[config.mk]
export PLATFORM = sky130hd
export DESIGN_NAME = pc_sequencer
export DESIGN_NICKNAME = d
export VERILOG_FILES = /design/src/rtl/pc_seq_pkg.sv /design/src/rtl/pc_next_calc.sv /design/src/rtl/pc_sequencer.sv
export SDC_FILE = /design/constraint.sdc
export NUM_CORES = 1
export LEC_CHECK = 0
export ABC_AREA = 1
export BUFFER_PORTS_ARGS = -buffer_cell sky130_fd_sc_hd__clkbuf_2
export CORE_MARGIN = 4
export CORE_UTILIZATION = 54
export CTS_CLUSTER_SIZE = 25
export DETAILED_ROUTE_END_ITERATION = 6
export GPL_ROUTABILITY_DRIVEN = 0
export HOLD_SLACK_MARGIN = 0.1
export PLACE_DENSITY = 0.86
export RECOVER_POWER = 25
export SLEW_MARGIN = 20
export SYNTH_ARGS = -nofsm -noshare
export SYNTH_HDL_FRONTEND = slang
export SYNTH_SLANG_ARGS = --single-unit
[constraint.sdc]
create_clock -name clk -period 6.15 [get_ports clk]
set_input_delay 1.23 -clock clk [delete_from_list [all_inputs] [get_ports clk]]
set_output_delay 1.23 -clock clk [all_outputs]
set_load 0.005 [all_outputs]
[src/rtl/pc_seq_pkg.sv]
// Shared types and constants for the program-counter sequencer.
// State encoding plus the sequential PC increment and word-to-byte shift.
package pc_seq_pkg;

    typedef enum logic [2:0] {
        ST_RST    = 3'd0,
        ST_RUN    = 3'd1,
        ST_WAIT   = 3'd2,
        ST_FAULT  = 3'd3,
        ST_HALTED = 3'd4
    } pc_state_e;

    localparam int PC_INC     = 4;
    localparam int WORD_SHIFT = 2;

endpackage

[src/rtl/pc_next_calc.sv]
// Combinational next-PC: pc+4, or pc+4+(sext(offset)<<2) on jump / taken branch.
// Zero latency, no state, no backpressure; arithmetic wraps modulo 2^PC_W.
module pc_next_calc
    import pc_seq_pkg::*;
#(
    parameter int PC_W  = 32,
    parameter int OFF_W = 8
) (
    input  logic [PC_W-1:0]  pc,
    input  logic             jump,
    input  logic             branch,
    input  logic             zero,
    input  logic [OFF_W-1:0] offset,
    output logic [PC_W-1:0]  pc_next
);

    logic            take;
    logic [PC_W-1:0] seq_pc;
    logic [PC_W-1:0] off_ext;

    // Jump and taken branch share the same PC-relative target, so priority is moot.
    assign take    = jump | (branch & zero);
    assign seq_pc  = pc + PC_W'(PC_INC);
    assign off_ext = {{(PC_W-OFF_W){offset[OFF_W-1]}}, offset};
    assign pc_next = take ? (seq_pc + (off_ext << WORD_SHIFT)) : seq_pc;

endmodule

[src/rtl/pc_sequencer.sv]
// Program-counter FSM: one instruction per cycle, holds PC while imem_busy, faults after MAX_WAIT.
// Optional HALTED state with halt/resume/halted ports when PC_SEQ_HALT_EN is defined.
module pc_sequencer
    import pc_seq_pkg::*;
#(
    parameter int              PC_W     = 32,
    parameter int              OFF_W    = 8,
    parameter logic [PC_W-1:0] RESET_PC = '0,
    parameter int              MAX_WAIT = 15
) (
    input  logic             clk,
    input  logic             reset,
    input  logic             imem_busy,
    input  logic             jump,
    input  logic             branch,
    input  logic             zero,
    input  logic [OFF_W-1:0] offset,
`ifdef PC_SEQ_HALT_EN
    input  logic             halt,
    input  logic             resume,
    output logic             halted,
`endif
    output logic [PC_W-1:0]  pc,
    output logic [PC_W-1:0]  pc_next,
    output logic             imem_req,
    output logic             fault
);

    localparam logic [7:0] MAX_WAIT_C = 8'(MAX_WAIT);

    pc_state_e       state_q, state_d;
    logic [PC_W-1:0] pc_q, pc_d;
    logic [7:0]      wait_cnt_q, wait_cnt_d;
    logic [PC_W-1:0] pc_next_w;

    pc_next_calc #(
        .PC_W  (PC_W),
        .OFF_W (OFF_W)
    ) u_pc_next_calc (
        .pc      (pc_q),
        .jump    (jump),
        .branch  (branch),
        .zero    (zero),
        .offset  (offset),
        .pc_next (pc_next_w)
    );

    always_comb begin
        state_d    = state_q;
        pc_d       = pc_q;
        wait_cnt_d = wait_cnt_q;
        case (state_q)
            ST_RST: state_d = ST_RUN;
            ST_RUN, ST_WAIT: begin
                if (!imem_busy) begin
                    // Acceptance: control inputs are only meaningful on this cycle.
                    wait_cnt_d = 8'd0;
`ifdef PC_SEQ_HALT_EN
                    if (halt) begin
                        state_d = ST_HALTED;
                    end else begin
                        pc_d    = pc_next_w;
                        state_d = ST_RUN;
                    end
`else
                    pc_d    = pc_next_w;
                    state_d = ST_RUN;
`endif
                end else if (state_q == ST_RUN) begin
                    wait_cnt_d = 8'd1;
                    state_d    = ST_WAIT;
                end else if (wait_cnt_q == MAX_WAIT_C) begin
                    state_d = ST_FAULT;
                end else begin
                    wait_cnt_d = wait_cnt_q + 8'd1;
                end
            end
            ST_FAULT: state_d = ST_FAULT;
`ifdef PC_SEQ_HALT_EN
            ST_HALTED: begin
                if (resume) begin
                    pc_d    = pc_q + PC_W'(PC_INC);
                    state_d = ST_RUN;
                end
            end
`endif
            default: state_d = ST_RST;
        endcase
    end

    always_ff @(posedge clk) begin
        if (reset) begin
            state_q    <= ST_RST;
            pc_q       <= RESET_PC;
            wait_cnt_q <= 8'd0;
        end else begin
            state_q    <= state_d;
            pc_q       <= pc_d;
            wait_cnt_q <= wait_cnt_d;
        end
    end

    assign pc       = pc_q;
    assign pc_next  = pc_next_w;
    assign imem_req = (state_q == ST_RUN) || (state_q == ST_WAIT);
    assign fault    = (state_q == ST_FAULT);
`ifdef PC_SEQ_HALT_EN
    assign halted   = (state_q == ST_HALTED);
`endif

endmodule

==> results.yml <==
logic_synthesis:
  synth-main-ff-cell: "sky130_fd_sc_hd__dfxtp_1"
  dominant_cell_by_count_in_the_synthesized_netlist: "sky130_fd_sc_hd__nand2_1"
  synth_top_cells_by_count: "238 x sky130_fd_sc_hd__nand2_1, 137 x sky130_fd_sc_hd__inv_1, 70 x sky130_fd_sc_hd__nand3_1, 70 x sky130_fd_sc_hd__nor2_1, 64 x sky130_fd_sc_hd__a21oi_1"
  synth_largest_type_area_fraction: 0.180
  synth_area_um2: 4950
  async_reset_ff_frac: 0
  synth_seq_area_share: 0.162
  post_synth_main_area_contributors: "sky130_fd_sc_hd__nand2_1 18%, sky130_fd_sc_hd__dfxtp_1 16%, sky130_fd_sc_hd__ha_1 11%, sky130_fd_sc_hd__inv_1 10%, sky130_fd_sc_hd__nand3_1 7.1%"
  post_synthesis_register_bit_count: 40
  synth-edff-count: 0
  synth_cell_type_count: 45
  count_of_yosys_warnings_during_synthesis: 0
  avgSynthCellArea_um2: 5.84
  netlist.top_cell.by_area: "sky130_fd_sc_hd__nand2_1"
  synthesis.instances: 848
sta:
  slew_headroom: 0.0261
  max_clock_freq_ghz: 0.208
  slew_violations: 0
  timing.final.setup_violations: 0
  rsz_0062_raised_after_global_routing: "no"
  finalCritPeriodShare: 0.783
  worst_hold_slack_ns: 0.500
  worst_clock_skew_on_the_final_layout_ns: 0.00531
  final.setup.worst_slack_ns: 1.34
  number_of_endpoints_with_negative_hold_slack_in_the_final_report: 0
  worstMarginPinSlew_ns: 1.46
  setup-tns-final_ns: 0
  layout_min_cycle_time_ns: 4.81
routing:
  viasPerCell: 5.29
  initialDrtViolationCount: 413
  firstDrtPassIters: 5
  post_detailed_route_wirelength_per_cell_um: 13.4
  num_vias: 5418
  drc_errors: 0
  final_routed_wirelength_across_all_metal_layers_um: 13800
  final_antenna_net_count: 0
die:
  floorplan.rows: 34
  fp.dieW_um: 104
  initial_utilization: 0.562
  core_area_um2: 8810
  fp.dieArea_um2: 10800
  io_pins: 80
  die_h_um: 104
grt:
  grt_overflow_total: 0
  grt_use_total: 0.249
  grt_pass1_vias: 4815
  grt_antenna_before_repair: 0
  grt_pass1_wl_um: 22700
  grt_max_degree: 37
cts:
  cts_tree: "yes"
  cts-htree-levels: 2
  clock-root-buffer: "sky130_fd_sc_hd__clkbuf_8"
  clk_latency_ns: 0.30
  cts-buffers-inserted: 5
  cts.repair.resized: 0
  cts.sinks: 40
  post_cts_setup_buffer_count: 0
  clk_path_buf_depth: 2
  clkSlewWorstSetupHoldPaths_ns: 0.07
  post_cts_hold_buffer_count: 0
power_and_ir_drop:
  power_density_nw_per_um2: 275
  power.total_mw: 1.50
  static-leakage-power_nw: 3.05
  max_vdd_drop_v: 0.000228
critical_path:
  critical_path.cell_chain: "clkbuf_2 > ha_1 > a21oi_1 > o21ai_0 > a21oi_1 > nand2_1 > nand2_1 > inv_1 > o21ai_0 > clkbuf_2"
  critPathMaxStageDelay_ns: 0.55
  r2r_start: "state_q[1]"
  timing.critical_path.buf_inv: 3
  worstSetupPathType: "in -> out"
  cp.arrival_ns: 3.58
  path_delay_family: "compound AO/OA/AOI/OAI gates"
  timing.critical_path.fanout_max: 30
  cp-startpoint: "offset[7]"
  cp.depth: 10
  r2r-end: "pc[18]"
  worst_ep_required_time_ns: 4.92
  setup.worst_path.end: "pc_next[14]"
  reg2reg_depth: 8
  setup.worst_path.start_class: "primary input"
  r2r_setup_slack_ns: 2.72
  setup.worst_path.end_class: "output port"
  crit_path_top_delay_cell: "sky130_fd_sc_hd__clkbuf_2"
flow_run:
  max_capacitance_violation_total: 0
hold_path:
  hold_path_class: "reg -> reg"
cells_and_area:
  drive_gt1_frac: 0.118
  stdcell_count: 1025
  num-nets-final: 976
  layout-area-overhead-vs-synth_pct: 10.2
  n_antenna_cell: 0
placed_design:
  placement.io_buffers: 75
  dp_cells: 1018
  dp_hpwl_um: 11300
  preCtsSetupSlack_ns: 1.41
outcome:
  outcome: "completed"
final cells by class:
cell class,instances,area [um2]
clock buffer,5,68.8
clock inverter,2,12.5
fill,855,3350
inverter,145,544
multi-input combinational,649,3530
sequential,40,801
tap,108,135
timing repair buffer,76,363
kinds of logic (layout without fill, tap and decap cells):
logic type | count (synthesis) | in the layout | share of synthesized area
AND/OR/NAND/NOR | 445 | 445 | 0.406
adder cells (fa/ha/maj) | 45 | 45 | 0.115
AO/OA/AOI/OAI | 126 | 126 | 0.136
other | 1 | 4 | 0.000757
buffers and inverters | 162 | 228 | 0.127
flip-flops | 40 | 40 | 0.162
XOR/XNOR | 29 | 29 | 0.0528
worst min-delay path, stage by stage (launching register included):
cell and delay, ns:
sky130_fd_sc_hd__dfxtp_1 0.31, sky130_fd_sc_hd__inv_1 0.08, sky130_fd_sc_hd__a21oi_1 0.07
per-layer routing:
layer  wire length (um)  track usage  up-vias
met5                  0            0        -
met4                233       0.0627        0
met3                964       0.0211       19
met2               6310        0.414      182
met1               6240        0.348     2403
li1                   -            -     2814
how the worst min path moves through the flow:
stage | start | end | slack, ns | cells after the start
2_1_floorplan | wait_cnt_q[7] | wait_cnt_q[7] | 0.44 | 2
3_3_place_gp | wait_cnt_q[7] | wait_cnt_q[7] | 0.46 | 2
3_5_place_dp | wait_cnt_q[7] | wait_cnt_q[7] | 0.48 | 2
4_1_cts | wait_cnt_q[7] | wait_cnt_q[7] | 0.50 | 2
5_1_grt | wait_cnt_q[7] | wait_cnt_q[7] | 0.51 | 2
6_report | wait_cnt_q[7] | wait_cnt_q[7] | 0.50 | 2
registers in the layout, indices dropped and copies added, names as in the netlist:
signal / flops
pc: 30
wait_cnt_q: 8
state_q: 2
layout by cell type (no fill, tap or decap), types with 2 or more instances in the layout:
cell type	n
sky130_fd_sc_hd__a21o_1	3
sky130_fd_sc_hd__nand3_2	2
sky130_fd_sc_hd__nand3_4	2
sky130_fd_sc_hd__xor2_1	23
sky130_fd_sc_hd__o21bai_1	5
sky130_fd_sc_hd__nand2_4	2
sky130_fd_sc_hd__clkbuf_1	16
sky130_fd_sc_hd__nor2_2	6
sky130_fd_sc_hd__or2_0	2
sky130_fd_sc_hd__nand3b_1	3
sky130_fd_sc_hd__inv_1	137
sky130_fd_sc_hd__o21ai_1	5
sky130_fd_sc_hd__clkbuf_8	5
sky130_fd_sc_hd__dfxtp_1	40
sky130_fd_sc_hd__conb_1	4
sky130_fd_sc_hd__and2_1	4
sky130_fd_sc_hd__a21oi_1	64
sky130_fd_sc_hd__nand2_1	238
sky130_fd_sc_hd__o21ai_2	2
sky130_fd_sc_hd__nor2_1	70
sky130_fd_sc_hd__or2_2	2
sky130_fd_sc_hd__nand2_2	6
sky130_fd_sc_hd__o21a_1	3
sky130_fd_sc_hd__nor2_4	9
sky130_fd_sc_hd__nand4_1	9
sky130_fd_sc_hd__xnor2_1	5
sky130_fd_sc_hd__nor3_1	13
sky130_fd_sc_hd__inv_2	6
sky130_fd_sc_hd__nand3_1	70
sky130_fd_sc_hd__ha_1	44
sky130_fd_sc_hd__clkinv_1	2
sky130_fd_sc_hd__and3_1	2
sky130_fd_sc_hd__clkbuf_2	59
sky130_fd_sc_hd__o21ai_0	41
power by group:
part | switching [mW] | internal [mW]
logic | 0.612 | 0.339
registers | 0.0698 | 0.311
clock network | 0.0918 | 0.0768
per-stage QoR:
| stage | cell area [um2] | util |
|---|---|---|
| 2_1_floorplan | 4960 | - |
| 3_3_place_gp | 5400 | 0.613 |
| 3_5_place_dp | 5400 | 0.613 |
| 4_1_cts | 5480 | 0.622 |
| 5_1_grt | 5460 | 0.620 |
| 6_report | 5460 | 0.620 |
No activity file was read; power rests on OpenSTA's default activity.
